<file path="src/rtl/dot_matrix_scanner_if.sv">
// Host-side bus of the dot-matrix scanner: row writes, bank swap handshake
// and the registered panel drive outputs.
interface dot_matrix_scanner_if #(
  parameter int ROWS = 7,
  parameter int COLS = 30,
  parameter int RW   = $clog2(ROWS)
);
  logic            enable;
  logic            wr_en;
  logic [RW-1:0]   wr_row;
  logic [COLS-1:0] wr_data;
  logic            swap_req;
  logic            swap_done;
  logic            swap_pending;
  logic            frame_start;
  logic [ROWS-1:0] row_out;
  logic [COLS-1:0] col_out;

  modport master (
    output enable, wr_en, wr_row, wr_data, swap_req,
    input  swap_done, swap_pending, frame_start, row_out, col_out
  );

  modport slave (
    input  enable, wr_en, wr_row, wr_data, swap_req,
    output swap_done, swap_pending, frame_start, row_out, col_out
  );
endinterface

</file>
<file path="src/rtl/dot_matrix_scanner.sv">
// Row-scanning LED matrix driver with a double-buffered frame store.
// Each row dwell is a blanking gap followed by active-low column drive.
module dot_matrix_scanner #(
  parameter int ROWS         = 7,
  parameter int COLS         = 30,
  parameter int SCAN_DIV     = 1024,
  parameter int BLANK_CYCLES = 4,
  parameter int RW           = $clog2(ROWS)
) (
  input  logic                 clk,
  input  logic                 rst,
  dot_matrix_scanner_if.slave  bus
);
  localparam int            TW      = $clog2(SCAN_DIV);
  localparam logic [TW-1:0] T_LAST  = TW'(SCAN_DIV - 1);
  localparam logic [TW-1:0] T_BLAST = TW'(BLANK_CYCLES - 1);
  localparam logic [RW-1:0] R_LAST  = RW'(ROWS - 1);

  typedef enum logic [1:0] {IDLE, BLANK, DRIVE} state_t;

  state_t          state, state_n;
  logic [RW-1:0]   row, row_n;
  logic [TW-1:0]   timer, timer_n;
  logic            bank_sel;
  logic            pending;
  logic [COLS-1:0] mem [2][ROWS];
  logic            boundary, entering, fire, wr_hit;
  logic [COLS-1:0] front_row;
  logic [ROWS-1:0] onehot;

  // Timer spans the whole dwell: BLANK below BLANK_CYCLES, DRIVE above.
  always_comb begin
    state_n  = state;
    row_n    = row;
    timer_n  = timer;
    boundary = 1'b0;
    entering = 1'b0;
    if (!bus.enable) begin
      state_n = IDLE;
      row_n   = '0;
      timer_n = '0;
    end else begin
      unique case (state)
        IDLE: begin
          row_n    = '0;
          timer_n  = '0;
          entering = 1'b1;
          state_n  = (BLANK_CYCLES == 0) ? DRIVE : BLANK;
        end
        BLANK: begin
          timer_n = timer + 1'b1;
          if (timer == T_BLAST) state_n = DRIVE;
        end
        DRIVE: begin
          if (timer == T_LAST) begin
            timer_n = '0;
            state_n = (BLANK_CYCLES == 0) ? DRIVE : BLANK;
            if (row == R_LAST) begin
              row_n    = '0;
              boundary = 1'b1;
            end else begin
              row_n = row + 1'b1;
            end
          end else begin
            timer_n = timer + 1'b1;
          end
        end
        default: state_n = IDLE;
      endcase
    end
  end

  assign fire   = pending & (boundary | (state == IDLE));
  assign wr_hit = bus.wr_en & (int'(bus.wr_row) < ROWS);

  // A write coinciding with a swap lands in the bank that becomes front.
  always_comb begin
    front_row = mem[bank_sel ^ fire][row_n];
    if (fire && wr_hit && (bus.wr_row == row_n)) front_row = bus.wr_data;
    onehot        = '0;
    onehot[row_n] = 1'b1;
  end

  always_ff @(posedge clk) begin
    if (rst) begin
      state            <= IDLE;
      row              <= '0;
      timer            <= '0;
      bank_sel         <= 1'b0;
      pending          <= 1'b0;
      bus.swap_done    <= 1'b0;
      bus.swap_pending <= 1'b0;
      bus.frame_start  <= 1'b0;
      bus.row_out      <= '0;
      bus.col_out      <= '1;
      for (int b = 0; b < 2; b++)
        for (int r = 0; r < ROWS; r++)
          mem[b][r] <= '0;
    end else begin
      state            <= state_n;
      row              <= row_n;
      timer            <= timer_n;
      bank_sel         <= bank_sel ^ fire;
      pending          <= bus.swap_req | (pending & ~fire);
      bus.swap_pending <= bus.swap_req | (pending & ~fire);
      bus.swap_done    <= fire;
      bus.frame_start  <= entering | boundary;
      if (state_n == DRIVE) begin
        bus.row_out <= onehot;
        bus.col_out <= ~front_row;
      end else begin
        bus.row_out <= '0;
        bus.col_out <= '1;
      end
      if (wr_hit) mem[~bank_sel][bus.wr_row] <= bus.wr_data;
    end
  end
endmodule

</file>
<file path="src/flat_wrapper.sv">
// flat-port wrapper written by rule: the top's interface ports become plain ports
module dot_matrix_scanner_flat 
#(
  parameter int ROWS         = 7,
  parameter int COLS         = 30,
  parameter int SCAN_DIV     = 1024,
  parameter int BLANK_CYCLES = 4,
  parameter int RW           = $clog2(ROWS)
)
  (clk, rst, bus_enable, bus_wr_en, bus_wr_row, bus_wr_data, bus_swap_req, bus_swap_done, bus_swap_pending, bus_frame_start, bus_row_out, bus_col_out);
  dot_matrix_scanner_if #(.ROWS(ROWS), .COLS(COLS), .RW(RW)) bus_i ();
  input  logic clk;
  input  logic rst;
  input wire logic [$bits(bus_i.enable)-1:0] bus_enable;
  input wire logic [$bits(bus_i.wr_en)-1:0] bus_wr_en;
  input wire logic [$bits(bus_i.wr_row)-1:0] bus_wr_row;
  input wire logic [$bits(bus_i.wr_data)-1:0] bus_wr_data;
  input wire logic [$bits(bus_i.swap_req)-1:0] bus_swap_req;
  output wire logic [$bits(bus_i.swap_done)-1:0] bus_swap_done;
  output wire logic [$bits(bus_i.swap_pending)-1:0] bus_swap_pending;
  output wire logic [$bits(bus_i.frame_start)-1:0] bus_frame_start;
  output wire logic [$bits(bus_i.row_out)-1:0] bus_row_out;
  output wire logic [$bits(bus_i.col_out)-1:0] bus_col_out;
  assign bus_i.enable = bus_enable;
  assign bus_i.wr_en = bus_wr_en;
  assign bus_i.wr_row = bus_wr_row;
  assign bus_i.wr_data = bus_wr_data;
  assign bus_i.swap_req = bus_swap_req;
  assign bus_swap_done = bus_i.swap_done;
  assign bus_swap_pending = bus_i.swap_pending;
  assign bus_frame_start = bus_i.frame_start;
  assign bus_row_out = bus_i.row_out;
  assign bus_col_out = bus_i.col_out;
  dot_matrix_scanner #(.ROWS(ROWS), .COLS(COLS), .SCAN_DIV(SCAN_DIV), .BLANK_CYCLES(BLANK_CYCLES), .RW(RW)) u_core (.clk(clk), .rst(rst), .bus(bus_i));
endmodule
</file>
<file path="config.mk">
export PLATFORM = sky130hd
export DESIGN_NAME = dot_matrix_scanner_flat
export DESIGN_NICKNAME = d
export VERILOG_FILES = /design/src/rtl/dot_matrix_scanner_if.sv /design/src/rtl/dot_matrix_scanner.sv /design/src/flat_wrapper.sv
export SDC_FILE = /design/constraint.sdc
export NUM_CORES = 1
export LEC_CHECK = 0
export BUFFER_PORTS_ARGS = -buffer_cell sky130_fd_sc_hd__clkbuf_2
export CAP_MARGIN = 20
export CORE_MARGIN = 1
export CORE_UTILIZATION = 50
export DETAILED_ROUTE_END_ITERATION = 7
export PLACE_DENSITY = 0.69
export SETUP_SLACK_MARGIN = 0.5
export SYNTH_ARGS = -nofsm -noshare
export SYNTH_HDL_FRONTEND = slang
export SYNTH_SLANG_ARGS = --single-unit
</file>
<file path="constraint.sdc">
create_clock -name clk -period 3.9 [get_ports clk]
set_clock_uncertainty 0.1 [all_clocks]
set_input_delay 0.78 -clock clk [delete_from_list [all_inputs] [get_ports clk]]
set_output_delay 0.78 -clock clk [all_outputs]
set_load 0.1 [all_outputs]
</file>
[Word level (Yosys, flattened, before mapping)]
Memory sizes are Yosys's and may differ from the RTL's.
Cells that the tools add are included.
Word-level totals
  bits in registers: 56
  memory bits (writable): 420
  word-level logic and storage cells: 80
  memories: 1
Cells by class
  bitwise operators: 14
  equality and inequality tests: 7
  reduce and logical (&&, ||, !) cells: 9
  add/subtract/negate cells: 2
  muxes and demuxes: 32
  magnitude comparators: 6
Memory list
  u_core.mem: depth 2, bits a word 210, read ports 1, clocked after Yosys merged registers in 0, wr ports 2, line dot_matrix_scanner.sv:26  | logic [COLS-1:0] mem [2][ROWS];
Operator list (count)
  2-to-1 mux 210 bit: 3
  OR reduction 210 bit: 1
  2-to-1 mux 30 bit: 4
  binary-select mux 30 bit (select 3 bit): 1
  demux 30 bit (select 3 bit): 1
  inverter 30 bit: 1
  one-hot mux 10 bit (3 select lines): 1
  2-to-1 mux 1 bit: 12
  adder 10 x 1 -> 10 bit (second input constant): 1
  == test 10 bit (second input constant): 1
  == test 10 x 2 -> 1 bit (second input constant): 1
  2-to-1 mux 10 bit: 1
  2-to-1 mux 3 bit: 3
  >= comparator 4 bit (second input constant): 2
  inverter 3 -> 4 bit: 2
  2-to-1 mux 2 bit: 3
  one-hot mux 2 bit (3 select lines): 1
  one-hot mux 3 bit (2 select lines): 1
  == test 2 bit (second input constant): 2
  logical AND 1 bit: 4
  less-than comparator 3 x 4 -> 1 bit (second input constant): 1
  less-than comparator 4 x 1 -> 1 bit (second input constant): 1
  inverter 1 bit: 4
  OR reduction 2 bit: 2
  other kinds (12): 16

[Longest topological paths before layout]
An unclocked memory read counts as a cell.
  depth after elaboration: 14
  gate-level depth with buffers: 13
  depth with buffers taken out: 9

[Worst setup path after synthesis]
OpenSTA, ideal clock, no wires.
  path type: input-to-reg
  from: in rst
  to: mem u_core.mem[0][100] (netlist bit) (enable)
  data arrival time: 3579 ps
  required time: 3341 ps
  cell stages on the path: 4
  path buffers: 1
  setup slack: -238 ps
  cells stage by stage: clkbuf_1 > nor2b_1 > nand3_1 > o21ai_0
RTL lines
  from (decl): line flat_wrapper.sv:13  | input logic rst;
  to (decl): line dot_matrix_scanner.sv:26

[Final worst setup path]
  from: reg u_core.timer[1]
  to: reg u_core.bus.col_out[7]
Between the ends
  longest elaborated chain between the ends: 13
  elaborated cells on any way between the ends: 28
Ends and longest elaborated chain
  from (decl): line dot_matrix_scanner.sv:23  | logic [TW-1:0] timer, timer_n;
  from (signal assigned): line dot_matrix_scanner.sv:102  | timer <= timer_n;
  == test 10 bit: line dot_matrix_scanner.sv:55  | if (timer == T_LAST) begin
  2-to-1 mux 1 bit: line dot_matrix_scanner.sv:55
  2-to-1 mux 1 bit: line dot_matrix_scanner.sv:43  | unique case (state)
  2-to-1 mux 1 bit: line dot_matrix_scanner.sv:38  | if (!bus.enable) begin
  OR 1 bit: line dot_matrix_scanner.sv:73  | assign fire = pending & (boundary | (state == IDLE));
  AND 1 bit: line dot_matrix_scanner.sv:73
  bitwise XOR 1 bit: line dot_matrix_scanner.sv:78  | front_row = mem[bank_sel ^ fire][row_n];
  memory read (2 x 210 bit)
  binary-select mux 30 bit (select 3 bit): line dot_matrix_scanner.sv:78
  2-to-1 mux 30 bit (not written as such) (2 in a row): line dot_matrix_scanner.sv:78
  2-to-1 mux 30 bit: line dot_matrix_scanner.sv:79  | if (fire && wr_hit && (bus.wr_row == row_n)) front_row = bus.wr_data;
  inverter 30 bit: line dot_matrix_scanner.sv:110  | bus.col_out <= ~front_row;
  to (signal assigned): line dot_matrix_scanner.sv:110
  to (decl): line dot_matrix_scanner_if.sv:26  | output swap_done, swap_pending, frame_start, row_out, col_out
Parallel ways exist; a longest one is shown, timed or not. The select of a mux whose other input is x is not followed.
A chain may end at the register's enable or synchronous reset.

==> run summary <==
Cells after synthesis -> 1532
Most Frequent Cell on Critical Path -> buf_4
Fmax achieved -> 306 MHz
Die width -> 205 um
Crit path max-delay cell type -> or4_1
Vias per inst -> 5.81
Drt drc -> 0
Outcome -> completed
Pwr/cell area -> 474 mW/mm2
Max_slew headroom -> 54.6%
Chip height -> 205 um
Worst-Skew Late Latency -> 0.59 ns
Syn-to-layout area delta -> 15.4%
Initial core utilization -> 51.3%
IO Count -> 78
Worst R2R Path Depth -> 11
Non-Filler Instances -> 2195
IR drop worst, VDD -> 326 uV
CP peak stage delay -> 0.60 ns
CTS Sinks -> 476
HPWL Detailed -> 28800 um
Pin count of the biggest net entering global routing -> 64
First-pass DRT Iterations -> 6
Asr flop ratio synth -> 0%
Grt ovf -> 0
Worst-margin pin slew -> 0.677 ns
Row count -> 73
Core region area -> 0.0401 mm2
RSZ-0062 raised after global routing -> no
Fill count -> 3141
Final net count -> 1675
Clock Tree Buf Depth -> 3
First-pass GRT wire length -> 78400 um
EDFF count, synth -> 420
Hold worst-path end -> u_core.bus.swap_pending
Period minus WS final -> 3.27 ns
Post-Route WL -> 53600 um
Synth warnings -> 0
Req. time, crit path -> 4.22 ns
RePlAce Congestion -> 0.756
Commonest cells after routing, fill and taps aside -> edfxtp_1 (420), and2_1 (251), mux2i_1 (211), nand2_1 (166), clkbuf_2 (77)
Worst reg2reg path endpoint -> u_core.bus.col_out[7]
Cell area after synthesis -> 0.0206 mm2
Tcrit/Tclk final -> 83.9%
Min-Delay Path Class -> in -> reg
WHS Path Cells -> 3
DIE AREA -> 0.0419 mm2
Total CTS buffers -> 48
Element type at the critical path end -> register
CTS Root Cell -> clkbuf_16
Initial antenna violation count -> 3
Sequential fraction of the synthesis area -> 66.8%
Post-synthesis sequential element count -> 476
Synth Flop Type -> edfxtp_1
Layout cells sized above 1 -> 15.4%
Syn Area/Cell -> 13.4 um2
Crit start category -> register
CP arrival -> 3.59 ns
Leading cell type in the layout, fill and taps excluded -> edfxtp_1
Hold_sp -> bus_swap_req
CTS clk-pin slew, worst paths -> 0.06 ns
Critical path, cell by cell -> ha_4 > nand4_1 > or4_4 > o311ai_4 > buf_4 > buf_12 > buf_4 > mux2i_1 > o21ai_0 > nand2_1 > or4_1
Unique masters post-synth -> 49
1st-iter DRT viols -> 1232
Max Cap Viol -> 0
TritonCTS clock tree -> built
WL/cell -> 24.4 um
# H-tree levels -> 2
Final setup fails -> 0
Net count after synthesis -> 1576
Inst Count DP -> 2093
Via count -> 12.8k
Final ANT Viol Nets -> 0
Vias in the first global route -> 12.8k
Hold WS -> 0.347 ns
Final hold violations -> 0
I/O Buffers -> 77
Leak pwr -> 0.00903 uW
RR Startpoint -> u_core.timer[1]
Core Util, Final -> 59.2%
Pins Over Slew Limit -> 0
GR Util All Layers -> 25.7%
Crit path kind -> reg -> reg
Crit Path Max Fanout -> 16
R2r setup slk -> 0.63 ns
-- worst max-delay path: cells and delay by family (launching register included) --
family                   cells  cell delay (ns)
AND/OR/NAND/NOR              4             1.42
buffers and inverters        3             0.53
AO/OA/AOI/OAI                2             0.44
flip-flops                   1             0.38
adder cells (fa/ha/maj)      1             0.18
multiplexers                 1             0.06
-- kinds of logic after synthesis --
kind of cell             synth area share [%]
AND/OR/NAND/NOR                          14.7
buffers and inverters                    2.63
flip-flops                               66.8
adder cells (fa/ha/maj)                 0.365
AO/OA/AOI/OAI                            4.85
multiplexers                             10.3
XOR/XNOR                                0.384
-- power by group --
| part | internal (uW) | total [uW] | switching [uW] |
|---|---|---|---|
| clock network | 2530 | 4420 | 1900 |
| logic | 393 | 968 | 574 |
| registers | 5790 | 5860 | 70.9 |
| total | 8710 | 11300 | 2540 |
-- worst max path at each step --
stage,startpoint,endpoint,slack (ns),cells after the start
2_1_floorplan,rst,u_core.mem[0][120],-0.20,4
3_3_place_gp,bus_enable,u_core.bus.col_out[21],0.42,10
3_5_place_dp,bus_enable,u_core.bus.col_out[2],0.37,10
4_1_cts,u_core.timer[0],u_core.bus.col_out[15],0.51,11
5_1_grt,u_core.timer[1],u_core.bus.col_out[16],0.52,11
6_report,u_core.timer[1],u_core.bus.col_out[7],0.63,11
-- layer usage --
metal  up-vias  global-route usage, %  wire, um
met5         -                      0        23
met2       511                   43.1     26400
met3       120                   4.72      3880
li1       5772                      -         -
met4         4                   9.65      1640
met1      6347                   33.1     21700
-- layout make-up --
type / instances / area, um2 / area share, %
Multi-Input combinational cell: 947 / 6500 / 27.4
Clock inverter: 16 / 105 / 0.443
Timing Repair Buffer: 149 / 1290 / 5.45
Inverter: 9 / 33.8 / 0.142
Clock buffer: 72 / 1390 / 5.87
Tap cell: 525 / 657 / 2.77
Antenna cell: 1 / 2.50 / 0.0106
Sequential cell: 476 / 13700 / 57.9
-- registers in the layout (all words and copies together), names as in the netlist --
name,cells
u_core.timer,10
u_core.bus.row_out,7
u_core.bus.col_out,30
u_core.mem,420
u_core.row,3
u_core.bank_sel,1
u_core.bus.swap_pending,1
u_core.state,2
u_core.bus.swap_done,1
u_core.bus.frame_start,1
-- repair_timing --
| action | CTS | global route |
|---|---|---|
| endpoints found under the hold margin | 0 | 0 |
| resized for setup | 4 | 11 |
| buffers inserted | 3 | 6 |
| hold buffers | 0 | 0 |
| gates cloned | 1 | 3 |
| pin swaps | 2 | 0 |
| endpoints found under the setup margin | 24 | 29 |
-- synthesized netlist by cell type (8+ instances only) --
| library cell | instances | area [um2] |
|---|---|---|
| buf_6 | 10 | 113 |
| o22a_1 | 11 | 96.3 |
| and2_1 | 252 | 1580 |
| mux2i_1 | 211 | 2110 |
| nand3_1 | 8 | 40.0 |
| o2111ai_1 | 11 | 96.3 |
| a31oi_1 | 11 | 68.8 |
| and3_1 | 32 | 200 |
| clkbuf_1 | 68 | 255 |
| inv_1 | 9 | 33.8 |
| o21ai_1 | 12 | 60.1 |
| o21ai_0 | 28 | 140 |
| buf_4 | 10 | 75.1 |
| nor2_1 | 35 | 131 |
| edfxtp_1 | 420 | 12600 |
| dfxtp_1 | 56 | 1120 |
| nand2_1 | 170 | 638 |
| or4_1 | 20 | 150 |
| a21oi_1 | 64 | 320 |
| a211oi_1 | 14 | 105 |
-- metrics by stage --
stage	total power, uW	setup WS, ns	TNS (ns)	instance area [um2]
3_3_place_gp	6840	0.420	0	22000
6_report	11300	0.629	0	23700
2_1_floorplan	6550	-0.196	-11.74	20600
3_5_place_dp	6870	0.372	0	22000
4_1_cts	11300	0.512	0	23500
5_1_grt	11600	0.519	0	23700
Power figures use the tool's default switching activity.
